===== src/rtl/div_pkg.sv =====
// Shared widths, FSM encoding and helpers for the
// iterative integer divider.
package div_pkg;

  localparam int DIV_LEN       = 32;
  localparam int DIV_CNT_WIDTH = 5;

  typedef enum logic [1:0] {
    IDLE = 2'd0,
    CALC = 2'd1,
    FIX  = 2'd2,
    DONE = 2'd3
  } div_state_e;

  function automatic logic [DIV_LEN-1:0] abs_val(
    input logic [DIV_LEN-1:0] v,
    input logic               sgn
  );
    return (sgn && v[DIV_LEN-1]) ? -v : v;
  endfunction

endpackage


===== src/rtl/div_iter.sv =====
// One restoring-division step: shift {rem,quot}
// left, trial-subtract divisor, keep if no borrow.
module div_iter
  import div_pkg::*;
(
  input  logic [DIV_LEN-1:0] rem_in,
  input  logic [DIV_LEN-1:0] quot_in,
  input  logic [DIV_LEN-1:0] dvsr,
  output logic [DIV_LEN-1:0] rem_out,
  output logic [DIV_LEN-1:0] quot_out
);

  logic [DIV_LEN:0] shifted;
  logic [DIV_LEN:0] trial;
  logic             borrow;

  assign shifted = {rem_in, quot_in[DIV_LEN-1]};
  assign trial   = shifted - {1'b0, dvsr};
  // rem < dvsr, so a non-negative trial fits
  // in DIV_LEN bits and bit DIV_LEN is the borrow
  assign borrow  = trial[DIV_LEN];

  assign rem_out  = borrow ? shifted[DIV_LEN-1:0]
                           : trial[DIV_LEN-1:0];
  assign quot_out = {quot_in[DIV_LEN-2:0], ~borrow};

endmodule


===== src/rtl/div.sv =====
// Multi-cycle signed/unsigned divider with RISC-V
// divide-by-zero and overflow results.
module div
  import div_pkg::*;
(
  input  logic               clk,
  input  logic               rst,
  input  logic [DIV_LEN-1:0] div_op1,
  input  logic [DIV_LEN-1:0] div_op2,
  input  logic               div_signed,
  input  logic               div_start_en,
  input  logic               div_flush,
  output logic               div_busy,
  output logic               div_done,
  output logic [DIV_LEN-1:0] div_quot,
  output logic [DIV_LEN-1:0] div_rem
);

  localparam logic [DIV_CNT_WIDTH-1:0] CNT_LAST =
    DIV_CNT_WIDTH'(DIV_LEN - 1);
  localparam logic [DIV_LEN-1:0] MIN_NEG =
    {1'b1, {(DIV_LEN-1){1'b0}}};

  div_state_e               state;
  logic [DIV_CNT_WIDTH-1:0] cnt;
  logic [DIV_LEN-1:0]       dvsr;
  logic                     q_neg;
  logic                     r_neg;
  logic                     bypass;
  logic [DIV_LEN-1:0]       rem_nx;
  logic [DIV_LEN-1:0]       quot_nx;

  logic s1;
  logic s2;
  logic div_zero;
  logic ovf;

  assign s1       = div_signed & div_op1[DIV_LEN-1];
  assign s2       = div_signed & div_op2[DIV_LEN-1];
  assign div_zero = (div_op2 == '0);
  assign ovf      = div_signed
                  & (div_op1 == MIN_NEG)
                  & (div_op2 == '1);

  div_iter u_iter (
    .rem_in   (div_rem),
    .quot_in  (div_quot),
    .dvsr     (dvsr),
    .rem_out  (rem_nx),
    .quot_out (quot_nx)
  );

  always_ff @(posedge clk) begin
    if (rst) begin
      state    <= IDLE;
      cnt      <= '0;
      dvsr     <= '0;
      q_neg    <= 1'b0;
      r_neg    <= 1'b0;
      bypass   <= 1'b0;
      div_busy <= 1'b0;
      div_done <= 1'b0;
      div_quot <= '0;
      div_rem  <= '0;
    end else if (div_flush) begin
      state    <= IDLE;
      cnt      <= '0;
      div_busy <= 1'b0;
      div_done <= 1'b0;
    end else begin
      unique case (state)
        IDLE, DONE: begin
          div_done <= 1'b0;
          if (div_start_en) begin
            div_busy <= 1'b1;
            cnt      <= '0;
            if (div_zero) begin
              div_quot <= '1;
              div_rem  <= div_op1;
              bypass   <= 1'b1;
              state    <= FIX;
            end else if (ovf) begin
              div_quot <= MIN_NEG;
              div_rem  <= '0;
              bypass   <= 1'b1;
              state    <= FIX;
            end else begin
              div_quot <= abs_val(div_op1, div_signed);
              div_rem  <= '0;
              dvsr     <= abs_val(div_op2, div_signed);
              q_neg    <= s1 ^ s2;
              r_neg    <= s1;
              bypass   <= 1'b0;
              state    <= CALC;
            end
          end else begin
            div_busy <= 1'b0;
            state    <= IDLE;
          end
        end
        CALC: begin
          div_quot <= quot_nx;
          div_rem  <= rem_nx;
          cnt      <= cnt + 1'b1;
          if (cnt == CNT_LAST)
            state <= FIX;
        end
        FIX: begin
          // Signs are only set in signed mode, and the
          // bypass results are already final
          if (!bypass && q_neg)
            div_quot <= -div_quot;
          if (!bypass && r_neg)
            div_rem <= -div_rem;
          div_done <= 1'b1;
          state    <= DONE;
        end
        default: state <= IDLE;
      endcase
    end
  end

endmodule


===== config.mk =====
export PLATFORM = sky130hd
export DESIGN_NAME = div
export DESIGN_NICKNAME = d
export VERILOG_FILES = /design/src/rtl/div_pkg.sv /design/src/rtl/div_iter.sv /design/src/rtl/div.sv
export SDC_FILE = /design/constraint.sdc
export NUM_CORES = 1
export LEC_CHECK = 0
export ABC_AREA = 1
export CAP_MARGIN = 15
export CORE_MARGIN = 2
export CORE_UTILIZATION = 30
export DETAILED_ROUTE_END_ITERATION = 16
export PLACE_DENSITY = 0.46
export REMOVE_ABC_BUFFERS = 1
export SLEW_MARGIN = 10
export SYNTH_ARGS = -nofsm -noshare
export SYNTH_HDL_FRONTEND = slang
export SYNTH_SLANG_ARGS = --single-unit

===== constraint.sdc =====
create_clock -name clk -period 6.8 [get_ports clk]
set_input_delay 0.68 -clock clk [delete_from_list [all_inputs] [get_ports clk]]
set_output_delay 0.68 -clock clk [all_outputs]
set_load 0.02 [all_outputs]

==> results.sh, run 1 <==
export IMPL_status="finished, final reports clean"
export IMPL_internal_power_uw=1356
export IMPL_clockRootBuffer="clkbuf_16"
export IMPL_syn_to_final_growth_pct=17.76
export IMPL_pwr_share_comb_pct=48.0
export IMPL_num_vias=13560
export IMPL_layout_nets=2287
export IMPL_final_common_cell="nand2_1"
export IMPL_fin_crit_sh_pct=50.15
export IMPL_worstMarginPinSlew_ns=0.9908
export IMPL_io_pins=135
export IMPL_ys_flop_type="dfxtp_1"
export IMPL_cts_buffers_inserted=9
export IMPL_critPathLaunchType="register"
export IMPL_clkPwrFrac_pct=22.3
export IMPL_tns_ns=0
export IMPL_cts_tree="built"
export IMPL_required_ns=7.12
export IMPL_vias_per_cell=5.025
export IMPL_setup_viol=0
export IMPL_ys_ff_latch=108
export IMPL_slew_headroom_pct=33.87
export IMPL_htree_levels=3
export IMPL_grt_usage_pct=23.99
export IMPL_cp_end_kind="register"
export IMPL_mostFrequentLayoutCells="558 x nand2_1, 345 x inv_1, 187 x nor2_1, 187 x nand3_1, 167 x a21oi_1"
export IMPL_wl_per_cell_um=18.08
export IMPL_maxCapViolations=0
export IMPL_finalWorstSetupSlack_ns=3.390
export IMPL_arrival_ns=3.73
export IMPL_clockBufferDepth=2
export IMPL_swShare_pct=45.95
export IMPL_syn_area_per_cell_sq_um=5.594
export IMPL_yosysSeqAreaShare_pct=18.58
export IMPL_period_minus_slack_ns=3.410
export IMPL_ant_nets=0
export IMPL_p_sw_uw=1153
export IMPL_dp_hpwl_um=39100
export IMPL_cp_max_fo=35
export IMPL_final_setup_skew_ns=0.01333
export IMPL_clk_latency_ns=0.39
export IMPL_ctsHoldBuffers=0
export IMPL_ys_warn_count=0
export IMPL_finalPower_uw=2509
export IMPL_clock_sinks=108
export IMPL_die_width_um=200.9
export IMPL_async_flop_share_pct=0
export IMPL_grt_pass1_wl_um=75040
export IMPL_gp_congestion=0.9318
export IMPL_core_area_sq_um=38470
export IMPL_dieArea_sq_um=40380
export IMPL_grt_max_degree=85
export IMPL_hp_class="register to register"
export IMPL_grt_overflow=0
export IMPL_antenna_found_initial=1
export IMPL_syn_inst=2080
export IMPL_cts_setup_buffers=0
export IMPL_firstDrtPassIters=5
export IMPL_initial_utilization_pct=30.25
export IMPL_wl_um=48790
export IMPL_final_hold_viol_count=0
export IMPL_antenna_cells=0
export IMPL_synth_edf_count=0
export IMPL_synth_distinct_cells=52
export IMPL_critPathKind="register to register"
export IMPL_synth_area_sq_um=11640
export IMPL_die_height_um=200.9
export IMPL_seq_power_share_pct=29.7
export IMPL_drtIter0Drc=1006
export IMPL_path_clk_slew_ns=0.08
export IMPL_layout_drive_gt1_share_pct=3.945
export IMPL_leakage_uw=0.006481
export IMPL_route_detailed_drc=0
export IMPL_ctsResizeCount=0
export IMPL_dp_worst_setup_slack_ns=2.889
export IMPL_rsz0062_at_grt="no"
export IMPL_grt_pass1_vias=12850
export IMPL_ir_drop_uv=128.8
export IMPL_maxSlewViolCount=0
export IMPL_cellPowerDensity_nw_per_um2=183.1
export IMPL_io_buffers=134
export IMPL_max_freq_mhz=293.2
export IMPL_rows=72
-- worst paths after layout --
kind                end  depth (start not counted)  slack (ns)      from
min reg2reg       q_neg                          2        0.47     q_neg
min               q_neg                          2        0.47     q_neg
max          div_rem[7]                         11        3.39  state[0]
max reg2reg  div_rem[7]                         11        3.39  state[0]
-- final cells by class --
cell class	instances	area, sq um
Clock inverter	7	67.56
Timing Repair Buffer	147	1451
Sequential cell	108	2162
Clock buffer	9	225.2
Tap cell	518	648.1
Fill cell	4403	24760
Inverter	358	1345
Multi-Input combinational cell	1551	7804
-- routing by layer --
metal  global-route usage [%]  wire length, um  vias to the layer above
met4                    6.931             1133                        0
met5                        0                0                        -
met1                    33.99            23610                     6182
met3                    2.776             2604                       53
met2                    38.12            21440                      412
li1                         -                -                     6911
-- worst max-delay path, cell delays in order (launching register included) --
cell and delay, ns:
dfxtp_1 0.36, inv_1 0.08, ha_1 0.14, buf_4 0.31
clkinv_1 0.45, buf_4 0.35, a21oi_1 0.16, nor2_2 0.06
buf_4 0.23, inv_1 0.76, nor3_1 0.20, a21oi_1 0.19
-- registers in the layout (all words and copies together), names as in the netlist, 2 cells and up --
name	flops
dvsr	32
state	2
div_quot	32
div_rem	32
cnt	5
-- through the flow --
stage / std cells / util [%] / instance area, sq um / hold WS (ns)
after floorplan: 2017 / - / 11300 / 0.4349
after detailed placement: 2681 / 34.81 / 13390 / 0.4606
after CTS: 2697 / 35.57 / 13680 / 0.4722
after global placement: 2681 / 34.81 / 13390 / 0.4577
final: 2698 / 35.62 / 13700 / 0.4715
after global routing: 2698 / 35.62 / 13700 / 0.4945
-- Yosys cell counts (2+ instances only) --
master	number	area, sq um
nand2_1	558	2095
inv_1	346	1299
nor2_1	190	713.2
nand3_1	187	935.9
a21oi_1	167	835.8
o21ai_0	139	695.7
dfxtp_1	108	2162
nand4_1	48	300.3
xor2_1	47	411.6
ha_1	42	525.5
clkbuf_1	36	135.1
nor3_1	29	145.1
o211ai_1	23	172.7
a31oi_1	14	87.58
nor4_1	13	81.33
buf_6	11	123.9
xnor2_1	11	96.34
nor2_2	10	62.56
or2_2	10	62.56
buf_2	9	45.04
inv_2	9	33.78
nand2_2	7	43.79
nand3b_1	7	52.55
buf_1	5	18.77
nor3_2	5	50.05
o2111ai_1	5	43.79
and2_1	4	25.02
a211oi_1	3	22.52
a21o_1	3	22.52
a22oi_1	3	22.52
a221oi_1	2	17.52
a41oi_1	2	17.52
buf_4	2	15.01
clkinv_1	2	7.510
nand2_4	2	22.52
o21ai_1	2	10.01
o21ai_2	2	17.52
o21bai_1	2	15.01
o31ai_1	2	15.01
-- power by group through the flow --
| stage | Sequential [uW] | Combinational, uW | Clock, uW |
|---|---|---|---|
| after floorplan | 764 | 758 | 0 |
| after global placement | 761 | 1190 | 0 |
| after detailed placement | 761 | 1190 | 0 |
| after CTS | 746 | 1200 | 578 |
| after global routing | 751 | 1360 | 595 |
| final | 745 | 1200 | 559 |
-- kinds of logic after synthesis --
logic type	synth area share (%)
DFF	18.58
adders and majority gates	4.688
AOI/OAI and AO/OA	17.51
and+or+nand+nor	40.40
buffers and inverters	14.46
xor gates and xnor gates	4.366
Note: power is estimated with default switching activity, not from simulation.
==> run 2, diff against run 1 <==
Clock period 6.8 ns to 3.3 ns, I/O delays scaled along.
==> results.sh, run 2 (synthesis gave the netlist of run 1 again) <==
export IMPL_path_cells="inv_1 -> ha_1 -> fa_1 -> inv_1 -> nand2_1 -> nand2_1 -> nand3_1 -> nand2_1 -> nand2_1 -> nand2_1 -> nand2_2 -> nand3_4 -> buf_4 -> nand3_1 -> nand3_1 -> nand2_1 -> nand2_1 -> a21oi_1"
export IMPL_maxCapViolations=0
export IMPL_fin_util_pct=36.48
export IMPL_dieArea_sq_um=40380
export IMPL_worstMarginPinSlew_ns=0.9201
export IMPL_slowest_delay_ns=0.42
export IMPL_critPathLaunch="div_quot[31]"
export IMPL_status="finished, final reports clean"
export IMPL_grt_usage_pct=25.14
export IMPL_r2r_start="div_quot[31]"
export IMPL_syn_to_final_growth_pct=20.59
export IMPL_arrival_ns=3.18
export IMPL_period_minus_slack_ns=2.914
export IMPL_cts_buffers_inserted=9
export IMPL_grt_overflow=0
export IMPL_final_hold_viol_count=0
export IMPL_mostFrequentLayoutCells="558 x nand2_1, 345 x inv_1, 187 x nor2_1, 187 x nand3_1, 167 x a21oi_1"
export IMPL_critPathLaunchType="register"
export IMPL_cp_slowest_cell="fa_1"
export IMPL_vias_per_cell=5.088
export IMPL_internal_power_uw=2892
export IMPL_leakage_uw=0.006707
export IMPL_grt_pass1_wl_um=78400
export IMPL_antenna_found_initial=0
export IMPL_rr_worst_depth=18
export IMPL_final_setup_skew_ns=0.01548
export IMPL_initial_utilization_pct=30.25
export IMPL_clock_sinks=108
export IMPL_reg_top3="div_quot: 32 flops, div_rem: 32 flops, dvsr: 32 flops"
export IMPL_rr_endpoint="div_rem[0]"
export IMPL_ir_drop_uv=283.8
export IMPL_core_area_sq_um=38470
export IMPL_cts_setup_buffers=0
export IMPL_slew_headroom_pct=38.59
export IMPL_pwr_share_comb_pct=49.0
export IMPL_layout_drive_gt1_share_pct=5.758
export IMPL_wl_per_cell_um=18.68
export IMPL_die_width_um=200.9
export IMPL_rows=72
export IMPL_wl_um=51210
export IMPL_max_freq_mhz=343.2
export IMPL_dp_hpwl_um=41720
export IMPL_maxSlewViolCount=0
export IMPL_clockBufferDepth=2
export IMPL_cp_end_kind="register"
export IMPL_fin_crit_sh_pct=88.29
export IMPL_layout_nets=2330
export IMPL_grt_max_degree=53
export IMPL_die_height_um=200.9
export IMPL_clk_latency_ns=0.39
export IMPL_io_pins=135
export IMPL_clockRootBuffer="clkbuf_16"
export IMPL_seq_power_share_pct=28.1
export IMPL_worstSetupEndpoint="div_rem[0]"
export IMPL_route_detailed_drc=0
export IMPL_ant_nets=0
export IMPL_ctsHoldBuffers=0
export IMPL_clkPwrFrac_pct=22.9
export IMPL_cp_max_fo=20
export IMPL_hp_class="register to register"
export IMPL_cellPowerDensity_nw_per_um2=380.0
export IMPL_p_sw_uw=2440
export IMPL_rsz0062_at_grt="no"
export IMPL_setup_viol=0
export IMPL_finalWorstSetupSlack_ns=0.3863
export IMPL_path_clk_slew_ns=0.08
export IMPL_num_vias=13950
export IMPL_required_ns=3.56
export IMPL_drtIter0Drc=1064
export IMPL_antenna_cells=0
export IMPL_htree_levels=3
export IMPL_final_common_cell="nand2_1"
export IMPL_firstDrtPassIters=6
export IMPL_io_buffers=134
export IMPL_critPathKind="register to register"
export IMPL_grt_pass1_vias=13200
export IMPL_crit_top_cell="nand2_1"
export IMPL_dp_worst_setup_slack_ns=0.2781
export IMPL_gp_congestion=0.9704
export IMPL_cts_tree="built"
export IMPL_ctsResizeCount=0
export IMPL_rrSetupSlack_ns=0.39
export IMPL_swShare_pct=45.77
## run 2: how the worst min path moves through the flow
stage	endpoint	start	slack (ns)	cells past startpoint
floorplan	div_rem[0]	rst	0.40	1
global placement	cnt[4]	cnt[4]	0.46	2
detailed placement	cnt[4]	cnt[4]	0.46	2
CTS	cnt[4]	cnt[4]	0.47	2
global route	q_neg	q_neg	0.49	2
finish	cnt[4]	cnt[4]	0.47	2
## run 2: through the flow
stage / hold slack [ns] / total power [uW] / cells / setup TNS [ns] / area (sq um)
detailed placement: 0.4615 / 4118 / 2725 / 0 / 13720
global placement: 0.4557 / 4118 / 2725 / 0 / 13720
global route: 0.4929 / 5724 / 2741 / 0 / 14030
floorplan: 0.3991 / 3135 / 2017 / -4.011 / 11300
CTS: 0.4726 / 5352 / 2741 / 0 / 14030
finish: 0.4672 / 5333 / 2741 / 0 / 14030
## run 2: layout make-up
class	count	area, sq um
Fill cell	4341	24430
Multi-Input combinational cell	1551	7804
Sequential cell	108	2162
Timing Repair Buffer	190	1762
Inverter	358	1345
Tap cell	518	648.1
Clock buffer	12	256.5
Clock inverter	4	55.05
## run 2: metal layers
| metal | share of wire, % | GRT usage, % | vias up | wire length, um |
|---|---|---|---|---|
| met5 | 0 | 0 | - | 0 |
| met2 | 45 | 41.21 | 433 | 23160 |
| met1 | 47 | 34.69 | 6466 | 24310 |
| met4 | 1.9 | 6.323 | 0 | 969 |
| met3 | 5.4 | 3.393 | 42 | 2769 |
| li1 | - | - | 7005 | - |
## run 2: critical path, delay by kind of cell, from the launching register on
family,cells,cell delay (ns)
buf+inv,3,0.52
fa+ha+maj,2,0.67
simple gates,12,1.18
flops,1,0.33
compound gates,1,0.06
## run 2: power by group through the flow
stage	combinational, uW	sequential [uW]	clock, uW
final	2610	1500	1220
after global routing	2920	1510	1290
after floorplan	1560	1570	0
after detailed placement	2590	1530	0
after global placement	2590	1530	0
after CTS	2600	1500	1250
